===== src/rtl/seq_pattern_gen_if.sv =====
// Serial pattern generator control/data bundle.
// The master drives the requests; the slave (the generator) returns the serial stream and status.
interface seq_pattern_gen_if #(
  parameter int PAT_W = 4,
  parameter int CNT_W = 4
);
  logic             start;
  logic             abort;
  logic [PAT_W-1:0] pattern;
  logic [CNT_W-1:0] repeat_cnt;
  logic [CNT_W-1:0] gap_len;
  logic             dout;
  logic             dout_valid;
  logic             busy;
  logic             done;

  modport master (
    output start, abort, pattern, repeat_cnt, gap_len,
    input  dout, dout_valid, busy, done
  );

  modport slave (
    input  start, abort, pattern, repeat_cnt, gap_len,
    output dout, dout_valid, busy, done
  );
endinterface


===== src/rtl/seq_pattern_gen.sv =====
// Serial bit-pattern transmitter: sends a latched pattern MSB-first, repeat_cnt times,
// with gap_len idle cycles between repetitions, then pulses done.
//
// state   | meaning
// S_IDLE  | waiting for start; outputs at idle level
// S_SHIFT | one pattern bit on dout per cycle
// S_GAP   | idle cycles between repetitions
// S_DONE  | single done cycle, then back to idle
module seq_pattern_gen #(
  parameter int   PAT_W    = 4,
  parameter int   CNT_W    = 4,
  parameter logic IDLE_LVL = 1'b1
) (
  input logic               clk,
  input logic               reset,
  seq_pattern_gen_if.slave  bus
);

  localparam int BIT_W = (PAT_W > 2) ? $clog2(PAT_W) : 1;
  localparam logic [BIT_W-1:0] BIT_LAST = BIT_W'(PAT_W - 1);
  localparam logic [CNT_W-1:0] CNT_ONE  = CNT_W'(1);
  localparam logic [CNT_W-1:0] CNT_ZERO = '0;

  typedef enum logic [1:0] {
    S_IDLE  = 2'd0,
    S_SHIFT = 2'd1,
    S_GAP   = 2'd2,
    S_DONE  = 2'd3
  } state_t;

  state_t           state_q,   state_d;
  logic [PAT_W-1:0] pat_q,     pat_d;
  logic [PAT_W-1:0] sh_q,      sh_d;
  logic [CNT_W-1:0] rep_q,     rep_d;
  logic [CNT_W-1:0] gap_q,     gap_d;
  logic [CNT_W-1:0] gap_cnt_q, gap_cnt_d;
  logic [BIT_W-1:0] bit_cnt_q, bit_cnt_d;
  logic             dout_q,    dout_d;
  logic             valid_q,   valid_d;
  logic             busy_q,    busy_d;
  logic             done_q,    done_d;
  logic             restart;

  always_ff @(posedge clk) begin
    if (reset) begin
      state_q   <= S_IDLE;
      pat_q     <= '0;
      sh_q      <= '0;
      rep_q     <= '0;
      gap_q     <= '0;
      gap_cnt_q <= '0;
      bit_cnt_q <= '0;
      dout_q    <= IDLE_LVL;
      valid_q   <= 1'b0;
      busy_q    <= 1'b0;
      done_q    <= 1'b0;
    end else begin
      state_q   <= state_d;
      pat_q     <= pat_d;
      sh_q      <= sh_d;
      rep_q     <= rep_d;
      gap_q     <= gap_d;
      gap_cnt_q <= gap_cnt_d;
      bit_cnt_q <= bit_cnt_d;
      dout_q    <= dout_d;
      valid_q   <= valid_d;
      busy_q    <= busy_d;
      done_q    <= done_d;
    end
  end

  always_comb begin
    state_d   = state_q;
    pat_d     = pat_q;
    sh_d      = sh_q;
    rep_d     = rep_q;
    gap_d     = gap_q;
    gap_cnt_d = gap_cnt_q;
    bit_cnt_d = bit_cnt_q;
    dout_d    = IDLE_LVL;
    valid_d   = 1'b0;
    busy_d    = 1'b0;
    done_d    = 1'b0;
    restart   = 1'b0;

    case (state_q)
      S_IDLE: begin
        // abort beats a simultaneous start
        if (bus.start && !bus.abort) begin
          pat_d  = bus.pattern;
          rep_d  = bus.repeat_cnt;
          gap_d  = bus.gap_len;
          busy_d = 1'b1;
          if (bus.repeat_cnt == CNT_ZERO) begin
            state_d = S_DONE;
            done_d  = 1'b1;
          end else begin
            state_d   = S_SHIFT;
            dout_d    = bus.pattern[PAT_W-1];
            valid_d   = 1'b1;
            sh_d      = {bus.pattern[PAT_W-2:0], 1'b0};
            bit_cnt_d = '0;
          end
        end
      end

      S_SHIFT: begin
        if (bus.abort) begin
          state_d = S_IDLE;
        end else if (bit_cnt_q == BIT_LAST) begin
          busy_d = 1'b1;
          rep_d  = rep_q - CNT_ONE;
          if (rep_q == CNT_ONE) begin
            state_d = S_DONE;
            done_d  = 1'b1;
          end else if (gap_q != CNT_ZERO) begin
            state_d   = S_GAP;
            gap_cnt_d = gap_q - CNT_ONE;
          end else begin
            restart = 1'b1;
          end
        end else begin
          busy_d    = 1'b1;
          dout_d    = sh_q[PAT_W-1];
          valid_d   = 1'b1;
          sh_d      = {sh_q[PAT_W-2:0], 1'b0};
          bit_cnt_d = bit_cnt_q + BIT_W'(1);
        end
      end

      S_GAP: begin
        if (bus.abort) begin
          state_d = S_IDLE;
        end else if (gap_cnt_q == CNT_ZERO) begin
          busy_d  = 1'b1;
          restart = 1'b1;
        end else begin
          busy_d    = 1'b1;
          gap_cnt_d = gap_cnt_q - CNT_ONE;
        end
      end

      S_DONE: begin
        state_d = S_IDLE;
      end

      default: begin
        state_d = S_IDLE;
      end
    endcase

    // next repetition begins with the MSB of the latched pattern
    if (restart) begin
      state_d   = S_SHIFT;
      dout_d    = pat_q[PAT_W-1];
      valid_d   = 1'b1;
      sh_d      = {pat_q[PAT_W-2:0], 1'b0};
      bit_cnt_d = '0;
    end
  end

  assign bus.dout       = dout_q;
  assign bus.dout_valid = valid_q;
  assign bus.busy       = busy_q;
  assign bus.done       = done_q;

endmodule


===== src/flat_wrapper.sv =====
// flat-port wrapper written by rule: the top's interface ports become plain ports
module seq_pattern_gen_flat 
#(
  parameter int   PAT_W    = 4,
  parameter int   CNT_W    = 4,
  parameter logic IDLE_LVL = 1'b1
)
  (clk, reset, bus_start, bus_abort, bus_pattern, bus_repeat_cnt, bus_gap_len, bus_dout, bus_dout_valid, bus_busy, bus_done);
  seq_pattern_gen_if #(.PAT_W(PAT_W), .CNT_W(CNT_W)) bus_i ();
  input logic clk;
  input logic reset;
  input wire logic [$bits(bus_i.start)-1:0] bus_start;
  input wire logic [$bits(bus_i.abort)-1:0] bus_abort;
  input wire logic [$bits(bus_i.pattern)-1:0] bus_pattern;
  input wire logic [$bits(bus_i.repeat_cnt)-1:0] bus_repeat_cnt;
  input wire logic [$bits(bus_i.gap_len)-1:0] bus_gap_len;
  output wire logic [$bits(bus_i.dout)-1:0] bus_dout;
  output wire logic [$bits(bus_i.dout_valid)-1:0] bus_dout_valid;
  output wire logic [$bits(bus_i.busy)-1:0] bus_busy;
  output wire logic [$bits(bus_i.done)-1:0] bus_done;
  assign bus_i.start = bus_start;
  assign bus_i.abort = bus_abort;
  assign bus_i.pattern = bus_pattern;
  assign bus_i.repeat_cnt = bus_repeat_cnt;
  assign bus_i.gap_len = bus_gap_len;
  assign bus_dout = bus_i.dout;
  assign bus_dout_valid = bus_i.dout_valid;
  assign bus_busy = bus_i.busy;
  assign bus_done = bus_i.done;
  seq_pattern_gen #(.PAT_W(PAT_W), .CNT_W(CNT_W), .IDLE_LVL(IDLE_LVL)) u_core (.clk(clk), .reset(reset), .bus(bus_i));
endmodule

===== config.mk =====
export PLATFORM = sky130hd
export DESIGN_NAME = seq_pattern_gen_flat
export DESIGN_NICKNAME = d
export VERILOG_FILES = /design/src/rtl/seq_pattern_gen_if.sv /design/src/rtl/seq_pattern_gen.sv /design/src/flat_wrapper.sv
export SDC_FILE = /design/constraint.sdc
export NUM_CORES = 1
export LEC_CHECK = 0
export ABC_AREA = 1
export CAP_MARGIN = 20
export CORE_MARGIN = 5
export CORE_UTILIZATION = 45
export CTS_CLUSTER_DIAMETER = 150
export CTS_CLUSTER_SIZE = 14
export DETAILED_ROUTE_END_ITERATION = 6
export HOLD_SLACK_MARGIN = 0.12
export PLACE_DENSITY = 0.79
export SYNTH_ARGS = -nofsm -noshare
export SYNTH_HDL_FRONTEND = slang
export SYNTH_SLANG_ARGS = --single-unit

===== constraint.sdc =====
create_clock -name clk -period 3.1 [get_ports clk]
set_clock_uncertainty 0.15 [all_clocks]
set_input_delay 0.62 -clock clk [delete_from_list [all_inputs] [get_ports clk]]
set_output_delay 0.62 -clock clk [all_outputs]
set_load 0.005 [all_outputs]

# ---- Word level (Yosys, flattened, before mapping)
# Index checks and enable logic that the tools add are counted.
dict set report word_totals {
  ff_bits 28
  ram_bits 0
  elab_cells 118
  mem_bits_ro 0
  inputBits 16
  out_inout_bits 4
  n_memories 0
  latchBits 0
}
dict set report op_classes {
  reduce_logical 18
  bitwise_logic 0
  add_sub_neg 4
  n_mul 0
  order_cmp 0
  mux 59
  shift 0
  div 0
  eq_ne 24
}
# op count
set ops {}
lappend ops {{$mux 4} 14}
lappend ops {{$mux 1} 24}
lappend ops {{$pmux 4 s2} 3}
lappend ops {{$mux 2} 11}
lappend ops {{$ne 3x2->1 const B} 5}
lappend ops {{$ne 2x2->1 const B} 7}
lappend ops {{$reduce_and 4->1} 3}
lappend ops {{$sub 4x1->4 const B} 3}
lappend ops {{$pmux 1 s2} 5}
lappend ops {{$reduce_and 5->1} 2}
lappend ops {{$logic_not 4->1} 2}
lappend ops {{$ne 4x2->1 const B} 2}
lappend ops {{$pmux 2 s4} 1}
lappend ops {{$reduce_and 7->1} 1}
lappend ops {{$eq 2x2->1 const B} 3}
lappend ops {{$ne 2x1->1 const B} 3}
lappend ops {{$ne 5x2->1 const B} 1}
lappend ops {{$eq 4x1->1 const B} 1}
lappend ops {{$pmux 2 s2} 1}
lappend ops {{$reduce_bool 2->1} 2}
lappend ops {{$reduce_bool 4->1} 1}
lappend ops {{$reduce_or 2->1} 2}
lappend ops {{$ne 3x1->1 const B} 1}
lappend ops {{$reduce_bool 3->1} 1}
lappend ops {{other kinds (6)} 6}

# ---- Depth between registers and ports, before layout
dict set report depth {
  word_depth 8
  ltp_mapped 12
  mapped_depth_nobuf 10
}

# ---- Least setup slack after synthesis
# Ideal clock, no wire load.
dict set report synth_timing {
  path_kind {register to register}
  start {register u_core.state_q[0]}
  end {register u_core.gap_cnt_q[2]}
  required_ns 2.831
  path_stages_with_launch 10
  n_path_buf 1
  period_less_slack_ns 1.695
  t_arrival_ns 1.425
  slack_ns 1.405
  path_cell_list {dfxtp_1 inv_1 ha_1 buf_4 nand2_1 o21ai_0 ha_1 xnor2_1 o21ai_0 a21oi_1}
}
dict set report synth_via {
  elab_chain_len 3
  word_cells_on_any_way 11
  classes_between {8 x eq/ne; 1 x mux; 2 x reduce/logical}
}
# item line
set synth_lines {}
lappend synth_lines {{start, declared} seq_pattern_gen.sv:31} ;# state_t state_q, state_d;
lappend synth_lines {{start signal, assigned} seq_pattern_gen.sv:58} ;# state_q <= state_d;
lappend synth_lines {{$eq 2x2->1 or $eq 2x1->1 (tied branches)} seq_pattern_gen.sv:86} ;# case (state_q)
lappend synth_lines {{$ne 2x2->1 (no line), or another cell as far along} -}
lappend synth_lines {{$reduce_and 7->1 (no line)} -}
lappend synth_lines {{end signal, assigned} seq_pattern_gen.sv:63} ;# gap_cnt_q <= gap_cnt_d;
lappend synth_lines {{end, declared} seq_pattern_gen.sv:36} ;# logic [CNT_W-1:0] gap_cnt_q, gap_cnt_d;
# Parallel ways exist; a longest one is shown, timed or not.
# A chain may end at the register's enable or synchronous reset.

# ---- Worst setup path in the final report
dict set report layout_timing {
  start {register u_core.state_q[1]}
  end {register u_core.bit_cnt_q[1]}
}
dict set report layout_via {
  elab_chain_len 3
  word_cells_on_any_way 12
  classes_between {6 x eq/ne; 2 x mux; 4 x reduce/logical}
}
# item line
set layout_lines {}
lappend layout_lines {{$eq 2x1->1, or another cell as far along} seq_pattern_gen.sv:86}
lappend layout_lines {{$ne 2x2->1 (no line), or another cell as far along} -}
lappend layout_lines {{$reduce_and 5->1 (no line) or $reduce_or 2->1 (tied branches)} -}
lappend layout_lines {{end signal, assigned} seq_pattern_gen.sv:64} ;# bit_cnt_q <= bit_cnt_d;
lappend layout_lines {{end, declared} seq_pattern_gen.sv:37} ;# logic [BIT_W-1:0] bit_cnt_q, bit_cnt_d;
# Parallel ways exist; a longest one is shown, timed or not.

==> flow_metrics.py <==
metrics = {
    "status": {
        "status": "completed",
    },
    "grt": {
        "grt_usage_pct": 15.3,
        "use_met3_pct": 4.33,
        "grt_max_degree": 16,
        "first_global_vias": 1262,
        "grt_pass1_wl_mm": 5.39,
        "antenna_found_initial": 0,
        "use_met2_pct": 25.9,
        "grtUsageMet1_pct": 19.2,
        "gr-max-usage-layer": "met2",
        "grt_overflow": 0,
    },
    "sta": {
        "min_period_ns": 2.06,
        "rsz0062_at_grt": "false",
        "relSlewSlack_pct": 67.2,
        "slew_violations": 0,
        "max_freq_mhz": 485,
        "setup_violations": 0,
        "hold_violations": 0,
        "final.period_utilization_pct": 66.6,
        "fin_tns_setup_ns": 0,
        "worst_pin_slew_ns": 0.492,
    },
    "detailed_routing": {
        "routedWlPerCell_um": 11.9,
        "post_drt_via_cell_ratio": 5.21,
        "drc_errors": 0,
        "dr.pass1.iters": 5,
        "drt_wl_total_mm": 3.30,
        "drtIter0Drc": 66,
        "drtAntennaViolNets": 0,
        "num_vias": 1447,
    },
    "logic_synthesis": {
        "synth_cell_types": 26,
        "yosysSeqAreaShare_pct": 36.3,
        "postSynthAreaPerCell_um2": 6.86,
        "synth_top_cells_by_count": "nand2_1, dfxtp_1, inv_1, nand3_1, a21oi_1",
        "ys.warnings.count": 0,
        "synth_seq_cells": 27,
        "synthCells": 217,
        "synth.most_common_cell": "nand2_1",
        "syn_area_um2": 1490,
        "ys.flop_type": "dfxtp_1",
        "synth.area.top_cells": "dfxtp_1, nand2_1, nand3_1, a21oi_1, ha_1",
        "synth_nets": 241,
        "async_reset_ff_share_pct": 0,
        "synth_edf_count": 0,
        "synth_top_area_share_pct": 36.3,
        "yosysTopAreaCell": "dfxtp_1",
    },
    "cts": {
        "clockBufferDepth": 2,
        "postCtsSetupBuffers": 0,
        "cts_tree": "done",
        "postCtsHoldBufs": 0,
        "numCtsBuffers": 3,
        "htree_levels": 1,
        "cts_resized": 0,
        "cts.sinks": 27,
        "cts.clk_slew.worst_paths_ns": 0.14,
        "cts_root_buf": "clkbuf_4",
        "clk_latency_ns": 0.33,
    },
    "power": {
        "power.total_w": 0.00102,
        "p_leak_nw": 0.722,
        "power_density_nw_per_um2": 594,
        "vdd_ir_drop_max_mv": 0.306,
    },
    "setup_path": {
        "cp.arrival_ns": 2.19,
        "required_ns": 3.22,
        "startpoint_type": "flop",
        "critPathKind": "reg2reg",
        "worstSetupEndpointType": "flop",
        "crit_fanout": 12,
    },
    "floorplan": {
        "num_io_pins": 20,
        "core_region_area_um2": 3100,
        "start_util_pct": 47.9,
        "die_x_um": 67.5,
        "fp.dieH_um": 67.5,
        "placementRows": 20,
        "die_area_um2": 4560,
    },
    "placement": {
        "io_buffers": 19,
        "dp_hpwl_mm": 2.50,
        "gp_congestion": 0.818,
    },
    "final_layout": {
        "antenna_cells": 0,
        "fillers": 329,
        "syn2layout_area_growth_pct": 16.0,
        "fin_nets": 259,
        "drive_above_1_share_pct": 5.13,
    },
    "job": {
        "maxCapViolCount": 0,
    },
    "hold_path": {
        "hold_path_class": "reg2reg",
    },
}
==> final timing paths <==
path / start / to / slack [ns] / cells past startpoint
worst max-delay path: u_core.state_q[1] / u_core.bit_cnt_q[1] / 1.04 / 10
worst min-delay path: u_core.pat_q[2] / u_core.pat_q[2] / 0.31 / 2
worst max register to register: u_core.state_q[1] / u_core.bit_cnt_q[1] / 1.04 / 10
worst min register to register: u_core.pat_q[2] / u_core.pat_q[2] / 0.31 / 2
==> placed cells by master, fill, tap and decap left out, drive strengths merged, types with 4 or more instances in the layout <==
cell type,synthesis,routed
clkdlybuf4s50,0,19
nand4,4,4
inv,28,28
nand3,24,24
dfxtp,27,27
clkbuf,2,4
nand2,51,51
a21oi,22,22
nor2,14,14
ha,8,8
o21ai,19,19
==> logic make-up (layout without fill, tap and decap cells) <==
| kind of cell | count (synthesis) | after routing | synth area share, % |
|---|---|---|---|
| flops | 27 | 27 | 36.3 |
| compound gates | 50 | 50 | 18.0 |
| simple gates | 94 | 94 | 27.7 |
| buf+inv | 36 | 53 | 10.1 |
| xor+xnor | 2 | 2 | 1.18 |
| fa+ha+maj | 8 | 8 | 6.73 |
==> routing by layer <==
metal / part of all wire [%] / up-vias / wire length (um)
li1: - / 750 / -
met1: 45 / 653 / 1480
met2: 47 / 40 / 1560
met3: 7.2 / 4 / 236
met4: 0.64 / 0 / 21
met5: 0 / - / 0
==> worst max-delay path, stage by stage (launching register included) <==
cell and delay [ns]:
dfxtp_1 0.36, inv_1 0.08, ha_1 0.46, nand2_2 0.17
nor2_1 0.17, inv_1 0.10, nand2_2 0.09, nand2_1 0.15
clkinv_1 0.09, nand3_1 0.06, a21oi_1 0.13
==> registers in the layout, indices dropped and copies added, names as in the netlist <==
signal	cells
u_core.bit_cnt_q	2
u_core.bus.busy	1
u_core.bus.done	1
u_core.bus.dout	1
u_core.bus.dout_valid	1
u_core.gap_cnt_q	4
u_core.gap_q	4
u_core.pat_q	4
u_core.rep_q	4
u_core.sh_q	3
u_core.state_q	2
==> final cells by class <==
cell class / count / area, um2 / share of cell area, %
multi-input combinational: 154 / 797 / 46.2
timing repair buffer: 20 / 198 / 11.5
inverter: 29 / 109 / 6.31
sequential: 27 / 541 / 31.3
clock buffer: 4 / 26.3 / 1.52
tap: 44 / 55.1 / 3.19
==> report_power, final <==
group / total (W) / internal, W / switching (W)
logic: 0.000435 / 0.000159 / 0.000277
clock network: 0.000152 / 0.0000505 / 0.000101
registers: 0.000437 / 0.000408 / 0.0000290
==> per-stage QoR <==
step / hold slack, ns / cells / setup slack [ns] / instance area (um2) / util [%]
after detailed placement: 0.294 / 274 / 0.798 / 1700 / 54.8
after global routing: 0.331 / 278 / 0.842 / 1730 / 55.6
after floorplan: 0.280 / 217 / 1.41 / 1490 / -
final: 0.314 / 278 / 1.04 / 1730 / 55.6
after global placement: 0.293 / 274 / 0.820 / 1700 / 54.8
after CTS: 0.314 / 278 / 1.06 / 1730 / 55.6
Note: power is estimated with default switching activity, not from simulation.
